--- config.mk ---
export PLATFORM = sky130hd
export DESIGN_NAME = sif_xa_arbiter_flat
export DESIGN_NICKNAME = d
export VERILOG_FILES = /design/src/rtl/sif_xa_arbiter_if.sv /design/src/rtl/sif_xa_arbiter.sv /design/src/flat_wrapper.sv
export SDC_FILE = /design/constraint.sdc
export NUM_CORES = 1
export LEC_CHECK = 0
export ABC_AREA = 0
export BUFFER_PORTS_ARGS = -buffer_cell sky130_fd_sc_hd__buf_2
export CORE_MARGIN = 5
export CORE_UTILIZATION = 44
export DETAILED_ROUTE_END_ITERATION = 7
export PLACE_DENSITY_LB_ADDON = 0.25
export RECOVER_POWER = 50
export REMOVE_ABC_BUFFERS = 1
export SKIP_LAST_GASP = 1
export SYNTH_ARGS = -nofsm -noshare
export SYNTH_HDL_FRONTEND = slang
export SYNTH_SLANG_ARGS = --single-unit
--- constraint.sdc ---
create_clock -name clk -period 3.2 [get_ports clk]
set_clock_uncertainty 0.2 [all_clocks]
set_input_delay 0.8 -clock clk [delete_from_list [all_inputs] [get_ports clk]]
set_output_delay 0.8 -clock clk [all_outputs]
set_load 0.01 [all_outputs]
--- src/rtl/sif_xa_arbiter_if.sv ---
// rtl/sif_xa_arbiter_if.sv - requester channels and xa bus bundle for sif_xa_arbiter
interface sif_xa_arbiter_if #(
    parameter int N_REQ  = 4,
    parameter int ADDR_W = 16,
    parameter int DATA_W = 16
);
    logic [N_REQ-1:0]        req_valid;
    logic [N_REQ-1:0]        req_we;
    logic [N_REQ*ADDR_W-1:0] req_addr;
    logic [N_REQ*DATA_W-1:0] req_wdata;
    logic [N_REQ-1:0]        req_ready;
    logic [N_REQ-1:0]        rsp_valid;
    logic [DATA_W-1:0]       rsp_rdata;
    logic                    busy;
    logic [ADDR_W-1:0]       xa_addr;
    logic [DATA_W-1:0]       xa_data_wr;
    logic                    xa_wr_s;
    logic                    xa_rd_s;
    logic [DATA_W-1:0]       xa_data_rd;

    // arbiter side: takes requests and read data, drives grants, responses and the xa bus
    modport slave (
        input  req_valid, req_we, req_addr, req_wdata, xa_data_rd,
        output req_ready, rsp_valid, rsp_rdata, busy,
        output xa_addr, xa_data_wr, xa_wr_s, xa_rd_s
    );

    // requesters plus SIF side
    modport master (
        output req_valid, req_we, req_addr, req_wdata, xa_data_rd,
        input  req_ready, rsp_valid, rsp_rdata, busy,
        input  xa_addr, xa_data_wr, xa_wr_s, xa_rd_s
    );
endinterface

--- src/rtl/sif_xa_arbiter.sv ---
// rtl/sif_xa_arbiter.sv - round-robin arbiter and access sequencer for the SIF xa port
module sif_xa_arbiter #(
    parameter int N_REQ  = 4,
    parameter int ADDR_W = 16,
    parameter int DATA_W = 16,
    parameter int RD_LAT = 1
) (
    input  logic            clk,
    input  logic            rst,
    sif_xa_arbiter_if.slave bus
);
    localparam int PTR_W = (N_REQ > 1) ? $clog2(N_REQ) : 1;
    localparam int CNT_W = 3;

    typedef enum logic [1:0] {
        IDLE  = 2'd0,
        ISSUE = 2'd1,
        WAIT  = 2'd2,
        RESP  = 2'd3
    } state_t;

    state_t             state;
    state_t             state_next;
    logic [PTR_W-1:0]   ptr;
    logic [PTR_W-1:0]   id;
    logic               we;
    logic [CNT_W-1:0]   cnt;
    logic               win_found;
    logic [PTR_W-1:0]   win_id;
    logic [PTR_W:0]     cand;
    logic               accept;
    logic [N_REQ-1:0]   ready;
    logic [N_REQ-1:0]   rsp_hot;
    logic [PTR_W-1:0]   ptr_after_win;

    // round-robin search: first valid requester at or after ptr, wrapping
    always_comb begin
        win_found = 1'b0;
        win_id    = '0;
        cand      = '0;
        for (int k = 0; k < N_REQ; k++) begin
            cand = {1'b0, ptr} + (PTR_W+1)'(k);
            if (cand >= (PTR_W+1)'(N_REQ)) begin
                cand = cand - (PTR_W+1)'(N_REQ);
            end
            if (!win_found && bus.req_valid[cand[PTR_W-1:0]]) begin
                win_found = 1'b1;
                win_id    = cand[PTR_W-1:0];
            end
        end
    end

    // grant is combinational and only offered while idle and out of reset
    always_comb begin
        accept        = (state == IDLE) && win_found && !rst;
        ready         = '0;
        rsp_hot       = '0;
        ptr_after_win = (win_id == PTR_W'(N_REQ-1)) ? '0 : win_id + 1'b1;
        if (accept) begin
            ready[win_id] = 1'b1;
        end
        rsp_hot[id] = 1'b1;
    end

    assign bus.req_ready = ready;

    // next-state logic for the access sequence
    always_comb begin
        state_next = state;
        case (state)
            IDLE:    if (accept) state_next = ISSUE;
            ISSUE:   state_next = we ? RESP : WAIT;
            WAIT:    if (cnt == CNT_W'(1)) state_next = RESP;
            RESP:    state_next = IDLE;
            default: state_next = IDLE;
        endcase
    end

    // state register
    always_ff @(posedge clk) begin
        if (rst) begin
            state <= IDLE;
        end else begin
            state <= state_next;
        end
    end

    // datapath: latch the winner, drive the strobe cycle, count read latency, respond
    always_ff @(posedge clk) begin
        if (rst) begin
            ptr            <= '0;
            id             <= '0;
            we             <= 1'b0;
            cnt            <= '0;
            bus.xa_addr    <= '0;
            bus.xa_data_wr <= '0;
            bus.xa_wr_s    <= 1'b0;
            bus.xa_rd_s    <= 1'b0;
            bus.rsp_valid  <= '0;
            bus.rsp_rdata  <= '0;
            bus.busy       <= 1'b0;
        end else begin
            bus.busy      <= (state_next != IDLE);
            bus.rsp_valid <= '0;
            case (state)
                IDLE: begin
                    if (accept) begin
                        id             <= win_id;
                        we             <= bus.req_we[win_id];
                        ptr            <= ptr_after_win;
                        bus.xa_addr    <= bus.req_addr[win_id*ADDR_W +: ADDR_W];
                        bus.xa_data_wr <= bus.req_wdata[win_id*DATA_W +: DATA_W];
                        bus.xa_wr_s    <= bus.req_we[win_id];
                        bus.xa_rd_s    <= ~bus.req_we[win_id];
                    end
                end
                ISSUE: begin
                    bus.xa_wr_s <= 1'b0;
                    bus.xa_rd_s <= 1'b0;
                    if (!we) begin
                        cnt <= CNT_W'(RD_LAT);
                    end
                end
                WAIT: begin
                    cnt <= cnt - 1'b1;
                    if (cnt == CNT_W'(1)) begin
                        bus.rsp_rdata <= bus.xa_data_rd;
                    end
                end
                default: ;
            endcase
            if (state_next == RESP) begin
                bus.rsp_valid <= rsp_hot;
            end
        end
    end
endmodule

--- src/flat_wrapper.sv ---
// flat-port wrapper written by rule: the top's interface ports become plain ports
module sif_xa_arbiter_flat 
#(
    parameter int N_REQ  = 4,
    parameter int ADDR_W = 16,
    parameter int DATA_W = 16,
    parameter int RD_LAT = 1
)
  (clk, rst, bus_req_valid, bus_req_we, bus_req_addr, bus_req_wdata, bus_xa_data_rd, bus_req_ready, bus_rsp_valid, bus_rsp_rdata, bus_busy, bus_xa_addr, bus_xa_data_wr, bus_xa_wr_s, bus_xa_rd_s);
  sif_xa_arbiter_if #(.N_REQ(N_REQ), .ADDR_W(ADDR_W), .DATA_W(DATA_W)) bus_i ();
  input  logic clk;
  input  logic rst;
  input wire logic [$bits(bus_i.req_valid)-1:0] bus_req_valid;
  input wire logic [$bits(bus_i.req_we)-1:0] bus_req_we;
  input wire logic [$bits(bus_i.req_addr)-1:0] bus_req_addr;
  input wire logic [$bits(bus_i.req_wdata)-1:0] bus_req_wdata;
  input wire logic [$bits(bus_i.xa_data_rd)-1:0] bus_xa_data_rd;
  output wire logic [$bits(bus_i.req_ready)-1:0] bus_req_ready;
  output wire logic [$bits(bus_i.rsp_valid)-1:0] bus_rsp_valid;
  output wire logic [$bits(bus_i.rsp_rdata)-1:0] bus_rsp_rdata;
  output wire logic [$bits(bus_i.busy)-1:0] bus_busy;
  output wire logic [$bits(bus_i.xa_addr)-1:0] bus_xa_addr;
  output wire logic [$bits(bus_i.xa_data_wr)-1:0] bus_xa_data_wr;
  output wire logic [$bits(bus_i.xa_wr_s)-1:0] bus_xa_wr_s;
  output wire logic [$bits(bus_i.xa_rd_s)-1:0] bus_xa_rd_s;
  assign bus_i.req_valid = bus_req_valid;
  assign bus_i.req_we = bus_req_we;
  assign bus_i.req_addr = bus_req_addr;
  assign bus_i.req_wdata = bus_req_wdata;
  assign bus_i.xa_data_rd = bus_xa_data_rd;
  assign bus_req_ready = bus_i.req_ready;
  assign bus_rsp_valid = bus_i.rsp_valid;
  assign bus_rsp_rdata = bus_i.rsp_rdata;
  assign bus_busy = bus_i.busy;
  assign bus_xa_addr = bus_i.xa_addr;
  assign bus_xa_data_wr = bus_i.xa_data_wr;
  assign bus_xa_wr_s = bus_i.xa_wr_s;
  assign bus_xa_rd_s = bus_i.xa_rd_s;
  sif_xa_arbiter #(.N_REQ(N_REQ), .ADDR_W(ADDR_W), .DATA_W(DATA_W), .RD_LAT(RD_LAT)) u_core (.clk(clk), .rst(rst), .bus(bus_i));
endmodule
======== Word level (Yosys, flattened, before mapping) ========
Cells that the tools add are included.
storage, ports and cells
  logic and storage cells ................. 103
  output and inout bits ................... 59
  bits in registers ....................... 65
  input bits .............................. 154
operators by class
  shift operators ......................... 2
  reduce and logical (&&, ||, !) cells .... 20
  mux-type cells .......................... 38
  add/subtract/negate cells ............... 9
  $lt $le $gt $ge ......................... 12
  bitwise operators ....................... 2
  equality and inequality tests ........... 8
operator list
  kind                 count
  $shiftx 64x7->16     2
  $mux 2               11
  $lt 2x3->1 const B   6
  $mux 1               14
  $bmux 1 s2           5
  $ge 3x3->1 const B   3
  $eq 2x2->1 const B   4
  $pmux 2 s4           1
  $reduce_and 2->1     4
  $sub 2x1->2 const B  4
  $logic_and 1x1->1    7
  $add 2x2->3 const B  2
  $pmux 3 s2           1
  $reduce_bool 2->1    3
  $demux 1 s2          2
  $ge 2x1->1 const B   2
  $logic_not 1->1      4
  $mux 4               1
  $pmux 1 s2           2
  $add 2x1->3 const B  1
  $eq 3x1->1 const B   1
  $ge 2x3->1 const B   1
  $mux 3               1
  $sub 3x1->3 const B  1
  other kinds (7)      8

======== Logic depth before layout (Yosys ltp) ========
  depth after elaboration ................. 21
  depth in mapped cells ................... 9
  gate-level depth less buffers ........... 8

======== Worst setup path after synthesis ========
Ideal clock, no wire load.
  kind .................................... input-to-output
  from .................................... input bus_req_valid[2]
  to ...................................... output bus_req_ready[3]
  setup slack ............................. 0.142 ns
  data arrival time ....................... 2.058 ns
  data required time ...................... 2.200 ns
  stages .................................. 7
  cell sequence ........................... nor2b_1 nor4b_4 nor2_4 buf_6 inv_1 ha_1 and2_1
between the ends
  word-level cells in the longest chain between the ends .. 17
RTL lines
  item                                                            RTL line              source
  from (decl)                                                     flat_wrapper.sv:13    input wire logic [$bits(bus_i.req_valid)-1:0] bus_req_valid;
  $bmux 1 s2                                                      sif_xa_arbiter.sv:46  if (!win_found && bus.req_valid[cand[PTR_W-1:0]]) begin
  $mux 1 (not written as such)                                    sif_xa_arbiter.sv:46
  $mux 1                                                          sif_xa_arbiter.sv:46
  $logic_not 1->1                                                 sif_xa_arbiter.sv:46
  $logic_and 1x1->1                                               sif_xa_arbiter.sv:46
  $mux 1                                                          sif_xa_arbiter.sv:46
  $logic_not 1->1                                                 sif_xa_arbiter.sv:46
  $logic_and 1x1->1                                               sif_xa_arbiter.sv:46
  (+2 left out)                                                   n/a
  $logic_and 1x1->1                                               sif_xa_arbiter.sv:46
  $mux 2 *                                                        sif_xa_arbiter.sv:46
  named net u_core.win_id[0]                                      sif_xa_arbiter.sv:29  logic [PTR_W-1:0] win_id;
  $lt 2x3->1 (not written as such) or $ge 2x1->1 (tied branches)  sif_xa_arbiter.sv:60  ready[win_id] = 1'b1;
  $logic_and 1x1->1 (not written as such)                         sif_xa_arbiter.sv:60
  $mux 1 (not written as such)                                    sif_xa_arbiter.sv:60
  $demux 1 s2 *                                                   n/a
  $mux 4 *                                                        sif_xa_arbiter.sv:59  if (accept) begin
  to (decl)                                                       flat_wrapper.sv:18    output wire logic [$bits(bus_i.req_ready)-1:0] bus_req_ready;
The timed path passes the listed nets; every way through them passes the cells marked *. The select of a mux whose other input is x is not followed.

======== Worst setup path in the final report ========
  from .................................... input bus_req_valid[2]
  to ...................................... output bus_req_ready[2]
between the ends
  word-level cells in the longest chain between the ends .. 17
RTL lines
  item                                                            RTL line
  $bmux 1 s2                                                      sif_xa_arbiter.sv:46
  $mux 1 (not written as such)                                    sif_xa_arbiter.sv:46
  $mux 1                                                          sif_xa_arbiter.sv:46
  $logic_not 1->1                                                 sif_xa_arbiter.sv:46
  $logic_and 1x1->1                                               sif_xa_arbiter.sv:46
  $mux 1                                                          sif_xa_arbiter.sv:46
  $logic_not 1->1                                                 sif_xa_arbiter.sv:46
  $logic_and 1x1->1                                               sif_xa_arbiter.sv:46
  $mux 1                                                          sif_xa_arbiter.sv:46
  $logic_not 1->1                                                 sif_xa_arbiter.sv:46
  $logic_and 1x1->1                                               sif_xa_arbiter.sv:46
  $mux 2                                                          sif_xa_arbiter.sv:46
  $lt 2x3->1 (not written as such) or $ge 2x1->1 (tied branches)  sif_xa_arbiter.sv:60
  $logic_and 1x1->1 (not written as such)                         sif_xa_arbiter.sv:60
  $mux 1 (not written as such)                                    sif_xa_arbiter.sv:60
  $demux 1 s2                                                     n/a
  $mux 4 *                                                        sif_xa_arbiter.sv:59
Every way passes the cells marked *; elsewhere a longest branch is shown, timed or not. The select of a mux whose other input is x is not followed.

==> run_results.csv <==
group,metric,value,unit
timing,worst_pin_slew,1.32,ns
critical_path,crit_chain,"buf_2, nor2b_4, nor4b_4, nor2_4, buf_4, ha_1, and2_1, buf_2",
finish,fin_nets,768,
routing,highest-signal-layer,"met4",
timing,max_freq,324,MHz
cts,cts_tree,"built",
critical_path,arrival,2.09,ns
cts,htree_levels,3,
yosys,synth_flop_cell,"dfxtp_1",
routing,drcViolationCount,0,
critical_path,r2r_cells,6,
yosys,async_flop_share,0,%
yosys,avgSynthCellArea,8.93,sq um
timing,rsz0062_at_grt,"false",
cts,cts-root-buf,"clkbuf_8",
floorplanning,die-area,10000,sq um
timing,hold_slack,0.256,ns
critical_path,startpoint_type,"input port",
power,p_per_area,854,nW/um^2
timing,finalCriticalPeriod,3.09,ns
global_routing,grt_usage,23.2,%
global_routing,grt_pass1_vias,4026,
yosys,synth_cells,401,
cts,worstSkewPairLatency,0.33,ns
routing,vias,3880,
critical_path,max_stage_delay,0.37,ns
cts,clk_pin_slew,0.07,ns
routing,drtIter0Drc,124,
cts,clock_path_buffers,2,
min_path,min_path_type,"register to register",
floorplanning,dieWidth,100,um
timing,setup_viol,0,
critical_path,cp.required,2.20,ns
floorplanning,die_y,100,um
routing,wl_per_cell,16.8,um
placed_design,portBuffers,212,
yosys,synth_edf_count,0,
yosys,ys_warn_count,0,
critical_path,cp_slowest_cell,"nor4b_4",
timing,drv_slew,0,
timing,fin_ws,0.115,ns
routing,vias_per_cell,5.45,
cts,cts_made_buffers,9,
finish,area_growth,39.2,%
timing,slew_headroom,11.8,%
placed_design,gp_congestion,0.874,
power,p_leak,2.28,nW
floorplanning,io_pins,213,
routing,wl_met2,6020,um
timing,min_period_over_period,96.4,%
placed_design,dpl.hpwl,8890,um
placed_design,post-place-ws,-0.102,ns
global_routing,grt_overflow_total,0,
finish,nFillCells,705,
power,irDropWorstVdd,0.354,mV
critical_path,end_kind,"primary output",
run,drv_cap,0,
global_routing,grt_antenna_before_repair,0,
yosys,ys_seq_area_share,36.4,%
critical_path,path_class,"input port to primary output",
routing,met3_length,1190,um
floorplanning,num_rows,32,
global_routing,grt_max_degree,35,
yosys,ys_types,42,
routing,wl_met1,4400,um
critical_path,crit_fanout,5,
timing,hold_viol,0,
floorplanning,core,7810,sq um
global_routing,grt_first_pass_wirelength,19000,um
routing,wl,11900,um
cts,postCtsHoldBufs,0,
cts,cts_sinks,65,
min_path,hold_depth,2,
yosys,synth_seq_cells,65,
critical_path,critPathMostFrequentCell,"buf_2",
yosys,synthesis.area,3580,sq um
routing,antenna_left,0,
finish,drive_above_1_share,37.5,%
routing,firstDrtPassIters,5,
floorplanning,start_util,45.8,%
finish,antenna_cells,0,
status,outcome,"finished, final reports clean",
## cells by family (layout without fill, tap and decap cells)
| group | after synthesis | in the layout | synth area share (%) |
|---|---|---|---|
| AO/OA/AOI/OAI | 132 | 132 | 24.0 |
| adder cells (fa/ha/maj) | 9 | 9 | 3.15 |
| buffers and inverters | 41 | 250 | 5.35 |
| flip-flops | 65 | 65 | 36.4 |
| multiplexers | 35 | 35 | 13.8 |
| AND/OR/NAND/NOR | 119 | 119 | 17.3 |
## sequential cells by signal, summed over array words and instances (netlist names)
register,cells
u_core.bus.busy,1
u_core.bus.rsp_rdata,16
u_core.bus.rsp_valid,4
u_core.bus.xa_addr,16
u_core.bus.xa_data_wr,16
u_core.bus.xa_rd_s,1
u_core.bus.xa_wr_s,1
u_core.cnt,3
u_core.id,2
u_core.ptr,2
u_core.state,2
u_core.we,1
## metrics by stage
step	total power, mW	utilization [%]	cell area (sq um)	cells	TNS [ns]
after CTS	4.34	64.6	5040	712	0
after floorplan	2.56	-	3410	366	-28.72
after detailed placement	3.40	61.1	4770	696	-0.196
after global placement	3.35	61.1	4770	696	0
after global routing	4.54	63.8	4980	712	0
final	4.26	63.8	4980	712	0
## placed cells by master (no fill, tap or decap), drive strengths merged, types with 2 or more instances in the layout
master and count:
o21ai 37, mux2 32, a21oi 52, nor4 3, bufinv 4, nand2 40, nor3b 2, nand3 36
nor2b 7, mux2i 3, and2 5, clkinv 3, clkbuf 66, and3b 2, nor2 15, ha 9
nor3 3, buf 171, dfxtp 65, inv 6, o41ai 2, a211o 2, a221o 32
## synth_stat cells (2+ instances only)
cell type | count | share of area [%]
inv_1 | 6 | 0.63
buf_1 | 2 | 0.21
nand3_1 | 36 | 5.0
dfxtp_1 | 65 | 36
mux2_2 | 4 | 1.3
a211o_1 | 2 | 0.49
nor3_1 | 2 | 0.28
nor4_1 | 2 | 0.35
o41ai_1 | 2 | 0.49
a221o_1 | 32 | 8.9
nand2_1 | 40 | 4.2
nor2_1 | 13 | 1.4
nor3b_1 | 2 | 0.42
ha_1 | 9 | 3.1
clkbuf_1 | 18 | 1.9
o21ai_0 | 37 | 5.2
and2_1 | 4 | 0.70
and3b_1 | 2 | 0.49
buf_2 | 12 | 1.7
a21oi_1 | 52 | 7.3
mux2_4 | 28 | 12
buf_6 | 3 | 0.94
nor2b_1 | 7 | 1.2
mux2i_1 | 3 | 0.84
## area by class of cell
class / count / area (sq um) / share of cell area (%)
multi-input cells: 295 / 2120 / 42.6
flip-flops and latches: 65 / 1300 / 26.1
well taps: 102 / 128 / 2.56
clock inverters: 7 / 143 / 2.86
repair buffers: 228 / 1140 / 23.0
inverters: 6 / 22.5 / 0.452
clock buffers: 9 / 124 / 2.49
## worst paths after layout
check                          startpoint                   endpoint  slack [ns]
hold reg to reg   u_core.bus.rsp_rdata[5]    u_core.bus.rsp_rdata[5]        0.26
setup reg to reg            u_core.ptr[1]  u_core.bus.xa_data_wr[14]        0.89
hold / removal    u_core.bus.rsp_rdata[5]    u_core.bus.rsp_rdata[5]        0.26
setup / recovery         bus_req_valid[2]           bus_req_ready[2]        0.11
## worst max-delay path: cells and delay by family
| kind | cells | cell delay [ns] |
|---|---|---|
| adders and majority gates | 1 | 0.17 |
| buffers and inverters | 3 | 0.42 |
| and+or+nand+nor | 4 | 0.70 |
## layer usage
metal | vias to the layer above | track usage, %
met5 | - | 0
met1 | 1754 | 25.8
li1 | 1890 | -
met2 | 208 | 41.7
met4 | 0 | 9.64
met3 | 28 | 5.91
## where the power goes
group	internal (mW)	leakage, nW	switching [mW]
sequential	1.11	0.533	0.202
clock	0.598	0.133	0.320
combinational	0.918	1.61	1.11
## what timing repair did
item	CTS	global route
setup endpoints to repair	2	4
gates resized for setup	2	4
setup buffers	0	0
pin swaps	0	0
Note: power is estimated with default switching activity, not from simulation.
